==> src/rtl/debounce_pkg.sv <==
// -----------------------------------------------------------------------------
// debounce_pkg
// Shared definitions for the multi-channel push-button/switch debouncer:
//   - db_state_e : per-channel Moore FSM state (2-bit encoding)
//   - CLK_HZ, DEBOUNCE_MS : default board timing
//   - DEFAULT_FINAL_VALUE : stability window in clk cycles derived from them
// -----------------------------------------------------------------------------
package debounce_pkg;

    typedef enum logic [1:0] {
        STABLE_LO = 2'd0,
        WAIT_HI   = 2'd1,
        STABLE_HI = 2'd2,
        WAIT_LO   = 2'd3
    } db_state_e;

    localparam int unsigned CLK_HZ              = 100_000_000;
    localparam int unsigned DEBOUNCE_MS         = 20;
    localparam int unsigned DEFAULT_FINAL_VALUE = (CLK_HZ / 1000) * DEBOUNCE_MS;

endpackage

==> src/rtl/debounce_channel.sv <==
// -----------------------------------------------------------------------------
// debounce_channel
// One debounced input: SYNC_STAGES-deep synchroniser, stability counter,
// 4-state Moore FSM and registered edge strobes.
// Ports:
//   clk          in   system clock, rising edge
//   reset_n      in   asynchronous active-low reset
//   noisy_in     in   raw asynchronous input bit
//   debounce_out out  registered debounced level
//   rise_pulse   out  one-cycle strobe, first cycle debounce_out is 1
//   fall_pulse   out  one-cycle strobe, first cycle debounce_out is 0
//   change_d     out  next-cycle value of (rise_pulse | fall_pulse), used by
//                     the parent to register a bank-wide change strobe
// -----------------------------------------------------------------------------
module debounce_channel
    import debounce_pkg::*;
#(
    parameter int unsigned FINAL_VALUE = DEFAULT_FINAL_VALUE,
    parameter int unsigned SYNC_STAGES = 2
) (
    input  logic clk,
    input  logic reset_n,
    input  logic noisy_in,
    output logic debounce_out,
    output logic rise_pulse,
    output logic fall_pulse,
    output logic change_d
);

    localparam int unsigned      CNT_W   = $clog2(FINAL_VALUE + 1);
    localparam logic [CNT_W-1:0] CNT_MAX = CNT_W'(FINAL_VALUE);

    logic [SYNC_STAGES-1:0] sync_q, sync_d;
    db_state_e              state_q, state_d;
    logic [CNT_W-1:0]       cnt_q, cnt_d;
    logic                   out_q, out_d;
    logic                   rise_q, rise_d;
    logic                   fall_q, fall_d;
    logic                   sync_bit;

    assign sync_bit = sync_q[SYNC_STAGES-1];

    always_comb begin
        sync_d = {sync_q[SYNC_STAGES-2:0], noisy_in};
    end

    // A reversion of the synchronised input before terminal count always wins
    // over the count check, so a glitch restarts the window from zero.
    always_comb begin
        state_d = state_q;
        cnt_d   = cnt_q;
        unique case (state_q)
            STABLE_LO: begin
                if (sync_bit) begin
                    state_d = WAIT_HI;
                    cnt_d   = '0;
                end
            end
            WAIT_HI: begin
                if (!sync_bit) begin
                    state_d = STABLE_LO;
                    cnt_d   = '0;
                end else if (cnt_q == CNT_MAX) begin
                    state_d = STABLE_HI;
                end else begin
                    cnt_d = cnt_q + 1'b1;
                end
            end
            STABLE_HI: begin
                if (!sync_bit) begin
                    state_d = WAIT_LO;
                    cnt_d   = '0;
                end
            end
            WAIT_LO: begin
                if (sync_bit) begin
                    state_d = STABLE_HI;
                    cnt_d   = '0;
                end else if (cnt_q == CNT_MAX) begin
                    state_d = STABLE_LO;
                end else begin
                    cnt_d = cnt_q + 1'b1;
                end
            end
            default: begin
                state_d = STABLE_LO;
                cnt_d   = '0;
            end
        endcase

        // Output decoded from the next state so the registered level moves on
        // the same edge as the state register.
        out_d  = (state_d == STABLE_HI) || (state_d == WAIT_LO);
        rise_d = out_d & ~out_q;
        fall_d = ~out_d & out_q;
    end

    always_ff @(posedge clk or negedge reset_n) begin
        if (!reset_n) begin
            sync_q  <= '0;
            state_q <= STABLE_LO;
            cnt_q   <= '0;
            out_q   <= 1'b0;
            rise_q  <= 1'b0;
            fall_q  <= 1'b0;
        end else begin
            sync_q  <= sync_d;
            state_q <= state_d;
            cnt_q   <= cnt_d;
            out_q   <= out_d;
            rise_q  <= rise_d;
            fall_q  <= fall_d;
        end
    end

    assign debounce_out = out_q;
    assign rise_pulse   = rise_q;
    assign fall_pulse   = fall_q;
    assign change_d     = rise_d | fall_d;

endmodule

==> src/rtl/debouncer_multi.sv <==
// -----------------------------------------------------------------------------
// debouncer_multi
// Bank of CHANNELS independent debouncers between raw board inputs and user
// logic. All outputs are registered in the clk domain.
// Ports:
//   clk          in   system clock, rising edge
//   reset_n      in   asynchronous active-low reset
//   noisy_in     in   [CHANNELS] raw asynchronous inputs
//   debounce_out out  [CHANNELS] debounced levels
//   rise_pulse   out  [CHANNELS] one-cycle 0->1 strobes
//   fall_pulse   out  [CHANNELS] one-cycle 1->0 strobes
//   any_change   out  registered OR of all strobes, aligned with them
// -----------------------------------------------------------------------------
module debouncer_multi
    import debounce_pkg::*;
#(
    parameter int unsigned CHANNELS    = 4,
    parameter int unsigned FINAL_VALUE = DEFAULT_FINAL_VALUE,
    parameter int unsigned SYNC_STAGES = 2
) (
    input  logic                clk,
    input  logic                reset_n,
    input  logic [CHANNELS-1:0] noisy_in,
    output logic [CHANNELS-1:0] debounce_out,
    output logic [CHANNELS-1:0] rise_pulse,
    output logic [CHANNELS-1:0] fall_pulse,
    output logic                any_change
);

    logic [CHANNELS-1:0] change_d;
    logic                any_change_q, any_change_d;

    for (genvar i = 0; i < CHANNELS; i++) begin : g_ch
        debounce_channel #(
            .FINAL_VALUE (FINAL_VALUE),
            .SYNC_STAGES (SYNC_STAGES)
        ) u_ch (
            .clk          (clk),
            .reset_n      (reset_n),
            .noisy_in     (noisy_in[i]),
            .debounce_out (debounce_out[i]),
            .rise_pulse   (rise_pulse[i]),
            .fall_pulse   (fall_pulse[i]),
            .change_d     (change_d[i])
        );
    end

    // Built from the channels' next-cycle strobes so the registered OR lands
    // in the same cycle as the per-channel pulses.
    always_comb begin
        any_change_d = |change_d;
    end

    always_ff @(posedge clk or negedge reset_n) begin
        if (!reset_n) begin
            any_change_q <= 1'b0;
        end else begin
            any_change_q <= any_change_d;
        end
    end

    assign any_change = any_change_q;

endmodule

==> config.mk <==
export PLATFORM = sky130hd
export DESIGN_NAME = debouncer_multi
export DESIGN_NICKNAME = d
export VERILOG_FILES = /design/src/rtl/debounce_pkg.sv /design/src/rtl/debounce_channel.sv /design/src/rtl/debouncer_multi.sv
export SDC_FILE = /design/constraint.sdc
export NUM_CORES = 1
export LEC_CHECK = 0
export BUFFER_PORTS_ARGS = -buffer_cell sky130_fd_sc_hd__buf_2
export CORE_MARGIN = 2
export CORE_UTILIZATION = 67
export DETAILED_ROUTE_END_ITERATION = 12
export GPL_ROUTABILITY_DRIVEN = 1
export GPL_TIMING_DRIVEN = 1
export PLACE_DENSITY = 0.81
export SYNTH_ARGS = -nofsm -noshare
export SYNTH_HDL_FRONTEND = slang
export SYNTH_HIERARCHICAL = 1
export SYNTH_SLANG_ARGS = --single-unit
==> constraint.sdc <==
create_clock -name clk -period 4.35 [get_ports clk]
set_clock_uncertainty 0.05 [all_clocks]
set_input_delay 0.435 -clock clk [delete_from_list [all_inputs] [get_ports clk]]
set_output_delay 0.435 -clock clk [all_outputs]
set_load 0.05 [all_outputs]
== Yosys cells after proc, flatten, opt, wreduce, memory -nomap -nowiden ==
Index checks and enable logic that the tools add are counted.

* Bitwise gates (word level): 20
* Eq/ne operators: 32
* Reduce and logical (&&, ||, !) cells: 13
* $add $sub $neg: 4
* $mul: 0
* Muxes and demuxes: 52
* $lt $le $gt $ge: 0
* Shifts and indexed selects: 0
* Divide/modulo/power cells: 0

{| class="wikitable"
|+ Operators by type and width
! cell !! number
|-
| 21-bit 2-to-1 mux || 20
|-
| 21-bit one-hot mux with 4 select lines || 4
|-
| 21-bit by 1-bit adder with 21-bit output, second input constant || 4
|-
| 21-bit equality test, second input constant || 4
|-
| 2-bit 2-to-1 mux || 24
|-
| 2-bit equality test, second input constant || 16
|-
| 2-bit one-hot mux with 4 select lines || 4
|-
| 1-bit AND || 8
|-
| 2-bit by 1-bit equality test with 1-bit output, second input constant || 4
|-
| 2-bit zero test || 4
|-
| 2-bit by 1-bit inequality test with 1-bit output, second input constant || 4
|-
| 2-bit inequality test, second input constant || 4
|-
| 1-bit inverter || 8
|-
| 2-bit AND reduction || 4
|-
| 1-bit logical OR || 4
|-
| 1-bit OR || 4
|-
| 4-bit OR reduction || 1
|}

* Memory bits (writable): 0
* Bits in registers: 113
* Memory bits (read-only): 0
* Input bits: 6
* Bits in latches: 0
* Memories kept: 0
* Output and inout bits: 13

== Longest topological paths before layout ==
* Depth after elaboration: 10
* Mapped depth: 9

== Modules after synthesis ==
The synthesis kept the hierarchy.

{| class="wikitable"
|+ By module, submodules not included
! module !! sequential area each (um^2) !! area an instance (um^2) !! cells each !! instances
|-
| debounce_channel at g_ch[1].u_ch ... || 675.6 || 1,575.3 || 169 || 2
|-
| debounce_channel at g_ch[3].u_ch || 700.7 || 1,575.3 || 168 || 1
|-
| debounce_channel at g_ch[0].u_ch || 675.6 || 1,428.9 || 148 || 1
|-
| debouncer_multi || 25.0 || 32.5 || 2 || 1
|}

== Worst setup path before layout ==
OpenSTA, ideal clock, no wires.

* Path type: register to register
* Start: reg g_ch[1].u_ch.cnt_q[0]
* End: reg any_change_q (netlist: any_change)
* Period minus slack after synthesis: 2.617 ns
* Setup time: 0.139 ns
* Data arrival time: 2.428 ns
* Required time: 4.161 ns
* Setup slack: 1.733 ns
* Stages on the path, launching flop included: 10
* Cell sequence: dfrtp_1 > inv_1 > ha_1 > nor4bb_1 > and4_1 > and3_1 > mux2_2 > ha_1 > inv_1 > or4_1

* Longest elaborated chain between the ends: 10
* Elaborated cells on any way between the ends: 14
* Those cells by class: eq/ne (3); mux (5); bitwise (4); reduce/logical (2)

{| class="wikitable"
|+ Ends and longest elaborated chain
! what !! line !! source
|-
| start: declaration || debounce_channel.sv:35 || <nowiki>logic [CNT_W-1:0] cnt_q, cnt_d;</nowiki>
|-
| start signal: assignment || debounce_channel.sv:109 || <nowiki>cnt_q <= cnt_d;</nowiki>
|-
| 21-bit equality test * || debounce_channel.sv:63, debounce_channel.sv:79 ||
|-
| 2-bit 2-to-1 mux (on tied branches) || debounce_channel.sv:79, debounce_channel.sv:63 ||
|-
| 2-bit 2-to-1 mux (on tied branches) || debounce_channel.sv:76, debounce_channel.sv:60 ||
|-
| 2-bit one-hot mux with 4 select lines * || debounce_channel.sv:52 || <nowiki>unique case (state_q)</nowiki>
|-
| 2-bit equality test || debounce_channel.sv:93 || <nowiki>out_d = (state_d == STABLE_HI) || (state_d == WAIT_LO);</nowiki>
|-
| 1-bit logical OR * || debounce_channel.sv:93 ||
|-
| via g_ch[1].u_ch.out_d || debounce_channel.sv:36 || <nowiki>logic out_q, out_d;</nowiki>
|-
| 1-bit inverter || debounce_channel.sv:95 || <nowiki>fall_d = ~out_d & out_q;</nowiki>
|-
| 1-bit AND || debounce_channel.sv:95 ||
|-
| 1-bit OR * || debounce_channel.sv:119 || <nowiki>assign change_d = rise_d | fall_d;</nowiki>
|-
| via change_d[1] || debouncer_multi.sv:30 || <nowiki>logic [CHANNELS-1:0] change_d;</nowiki>
|-
| 4-bit OR reduction * || debouncer_multi.sv:51 || <nowiki>any_change_d = |change_d;</nowiki>
|-
| via any_change_d || debouncer_multi.sv:31 || <nowiki>logic any_change_q, any_change_d;</nowiki>
|-
| end signal: assignment || debouncer_multi.sv:58 || <nowiki>any_change_q <= any_change_d;</nowiki>
|-
| end: declaration || debouncer_multi.sv:31 ||
|}

Mark *: on every way through the listed nets, which the timed path passes. The rest lies on a longest branch.
A chain may end at the register's enable or synchronous reset.

== Worst setup path in the final report ==
* Start: reg g_ch[3].u_ch.cnt_q[13]
* End: reg any_change_q (netlist: any_change)

* Longest elaborated chain between the ends: 10
* Elaborated cells on any way between the ends: 14
* Those cells by class: eq/ne (3); mux (5); bitwise (4); reduce/logical (2)

{| class="wikitable"
|+ Ends and longest elaborated chain
! what !! line
|-
| start: declaration || debounce_channel.sv:35
|-
| start signal: assignment || debounce_channel.sv:109
|-
| 21-bit equality test * || debounce_channel.sv:63, debounce_channel.sv:79
|-
| 2-bit 2-to-1 mux (on tied branches) || debounce_channel.sv:79, debounce_channel.sv:63
|-
| 2-bit 2-to-1 mux (on tied branches) || debounce_channel.sv:76, debounce_channel.sv:60
|-
| 2-bit one-hot mux with 4 select lines * || debounce_channel.sv:52
|-
| 2-bit equality test || debounce_channel.sv:93
|-
| 1-bit logical OR * || debounce_channel.sv:93
|-
| 1-bit inverter || debounce_channel.sv:95
|-
| 1-bit AND || debounce_channel.sv:95
|-
| 1-bit OR * || debounce_channel.sv:119
|-
| via change_d[3] || debouncer_multi.sv:30
|-
| 4-bit OR reduction * || debouncer_multi.sv:51
|-
| via any_change_d || debouncer_multi.sv:31
|}

Marks and branches as above.

==> impl_metrics.csv <==
group,metric,value,unit
status,status,"finished, violations left",
status,failed_checks,"hold timing",
timing,slew_headroom,33.60,%
route,top_layer_used,"met4",
final_layout,layout_common_cells,"dfrtp_1, nand3_1, nand2_1",
power,leakage,2.784,nW
timing,min_period,2802,ps
global_routing,grt_pass1_wl,22950,um
timing,setup_violations,0,
timing,slew_viol_final,0,
clock_network,cts_max_level,3,
clock_network,clockBufferDepth,2,
clock_network,postCtsSetupBuffers,0,
route,met3_length,803,um
final_layout,drive_gt1_share,7.218,%
final_layout,multi_input_area,3176,um^2
synth,yosys_register_bits,110,
clock_network,cts_tree,"done",
route,wl_met2,6410,um
worst_setup_path,path_max_fanout,7,
synth,synth_warnings,6,
global_routing,globalRouteOverflowTotal,0,
power,vdd_drop_max,0.1598,mV
floorplan,ioPinCount,19,
final_layout,syn_to_final_growth,5.197,%
worst_setup_path,cp_data_required_time,4550,ps
floorplan,rows,35,
clock_network,cts_inserted_buffers,9,
final_layout,nFillCells,702,
synth,synthCells,656,
floorplan,die_w,100.1,um
placement,dp.cells,761,
timing,worst_pin_slew,988.8,ps
floorplan,fp.dieH,100.1,um
synth,synth_flop_cell,"dfrtp_1",
worst_setup_path,crit_arrival,3000,ps
timing,rsz0062_at_grt,"false",
clock_network,path_clk_slew,100,ps
final_layout,num_antenna_cells,0,
final_layout,layout_commonest_cell,"dfrtp_1",
route,route.detailed.drc,0,
route,firstDrtPassIters,7,
clock_network,clock-sinks,110,
synth,netlist_area,6187,um^2
clock_network,insertion_delay,370,ps
power,power_density,272.8,nW/um^2
worst_hold_path,hold_path_class,"in -> async",
route,wl_met1,5977,um
clock_network,hold_buffers,0,
route,routed_via_density,6.714,
final_layout,fin_nets,682,
floorplan,coreArea,9109,um^2
synth,syn_area_per_cell,9.432,um^2
route,vias,5210,
timing,hold_slack,-3.902,ps
route,wirelength,13360,um
global_routing,antenna_found_initial,0,
timing,fin_crit_sh,64.41,%
worst_setup_path,crit_path_start_kind,"register",
route,postRouteAntennaNets,0,
flow_run,cap_violations,0,
global_routing,first_global_vias,4926,
final_layout,ff_latch_area,2753,um^2
clock_network,cts_resized,0,
global_routing,grt_max_degree,46,
placement,numPortBuffers,18,
synth,synth_nets,677,
timing,fin_tns_setup,0,ps
synth,ys_types,55,
placement,globalplace.congestion,0.8706,
global_routing,grt_use_total,28.40,%
synth,synth-edff-count,0,
final_layout,finalNonFillerCells,776,
synth,synthArstFlopShare,100.0,%
placement,dp_hpwl,9211,um
timing,finalHoldViolations,4,
timing,fmax,0.3569,GHz
route,wire_per_inst,17.21,um
floorplan,die_area,10020,um^2
worst_setup_path,critPathCaptureType,"register",
worst_setup_path,path_class,"reg -> reg",
route,drtIter0Drc,267,
synth,ys_seq_area_share,44.49,%
clock_network,clock-root-buffer,"clkbuf_8",
floorplan,start_util,67.93,%
-- cells by family after synthesis --
family | share of synthesized area (%)
buffers and inverters | 4.186
AOI/OAI and AO/OA | 15.39
muxes | 2.224
and+or+nand+nor | 26.86
xor gates and xnor gates | 3.822
adders and majority gates | 3.033
DFF | 44.49
-- worst max-delay path: stages, from the launching register on --
cell and delay, ps:
dfrtp_1 470, nor4b_1 610, and4b_1 370, nand3_1 170, a21o_1 220, ha_1 290
inv_1 50, or4_1 460
-- power breakdown --
group | internal [W] | total, W | switching [W] | leakage (nW)
Sequential | 0.00103 | 0.00105 | 0.0000177 | 1.50
Combinational | 0.0000308 | 0.000108 | 0.0000769 | 1.19
Clock | 0.000266 | 0.000617 | 0.000351 | 0.0927
Total | 0.00133 | 0.00178 | 0.000445 | 2.78
-- area by class of cell --
cell class	instances	area share, %
multi-input cells	481	48.79
clock inverters	5	0.9227
flip-flops and latches	110	42.29
clock buffers	10	1.961
repair buffers	20	1.653
well taps	111	2.134
inverters	39	2.249
-- worst paths after layout --
check	startpoint	to	slack, ps	cells after the start
worst max-delay path	g_ch[3].u_ch/cnt_q[13]	any_change	1550	7
worst min-delay path	reset_n	g_ch[1].u_ch/cnt_q[19]	-4	1
worst max register to register	g_ch[3].u_ch/cnt_q[13]	any_change	1550	7
worst min register to register	g_ch[3].u_ch/sync_q[0]	g_ch[3].u_ch/sync_q[1]	310	0
max in group asynchronous	reset_n	g_ch[0].u_ch/cnt_q[14]	3380	2
min in group clk	noisy_in[0]	g_ch[0].u_ch/sync_q[0]	110	1
-- metal layers --
layer  vias up  GRT usage (%)
met2       190          45.48
met3        17          5.501
met1      2507          39.44
met5         -              0
met4         0          9.273
li1       2496              -
-- Yosys cell counts, drive strengths merged, types with 11 or more instances --
master	number	area, um^2
dfrtp	110	2753
nand3	42	220.2
nand2	40	150.1
inv	39	146.4
o21ai	39	195.2
nor2	33	123.9
nand4	24	150.1
a21oi	23	115.1
nor4	22	137.6
or4	18	135.1
a31oi	17	106.4
clkbuf	16	62.56
xnor2	16	140.1
ha	15	187.7
nor3	14	70.07
nor4b	14	122.6
or3	13	81.33
a21o	12	90.09
o31ai	12	90.09
a22o	11	96.34
and3	11	70.07
and4	11	96.34
xor2	11	96.34
-- per-stage QoR --
stage	area [um^2]	utilization, %	hold WS [ps]	worst slack, ps	power, W
after floorplan	6187	-	89.41	1733	0.001133
after global placement	6321	69.40	283.8	1666	0.001173
after detailed placement	6321	69.40	286.3	1580	0.001179
after CTS	6509	71.46	4.338	1554	0.001794
after global routing	6509	71.46	36.06	1390	0.001845
final	6509	71.46	-3.902	1548	0.001776
-- sequential cells by signal, summed over array words and instances (netlist names) --
name / flops
g_ch.u_ch/cnt_q: 84
g_ch.u_ch/sync_q: 8
g_ch.u_ch/state_q: 5
g_ch.u_ch/debounce_out: 4
g_ch.u_ch/fall_pulse: 4
g_ch.u_ch/rise_pulse: 4
any_change: 1
Note: power is estimated with default switching activity, not from simulation.
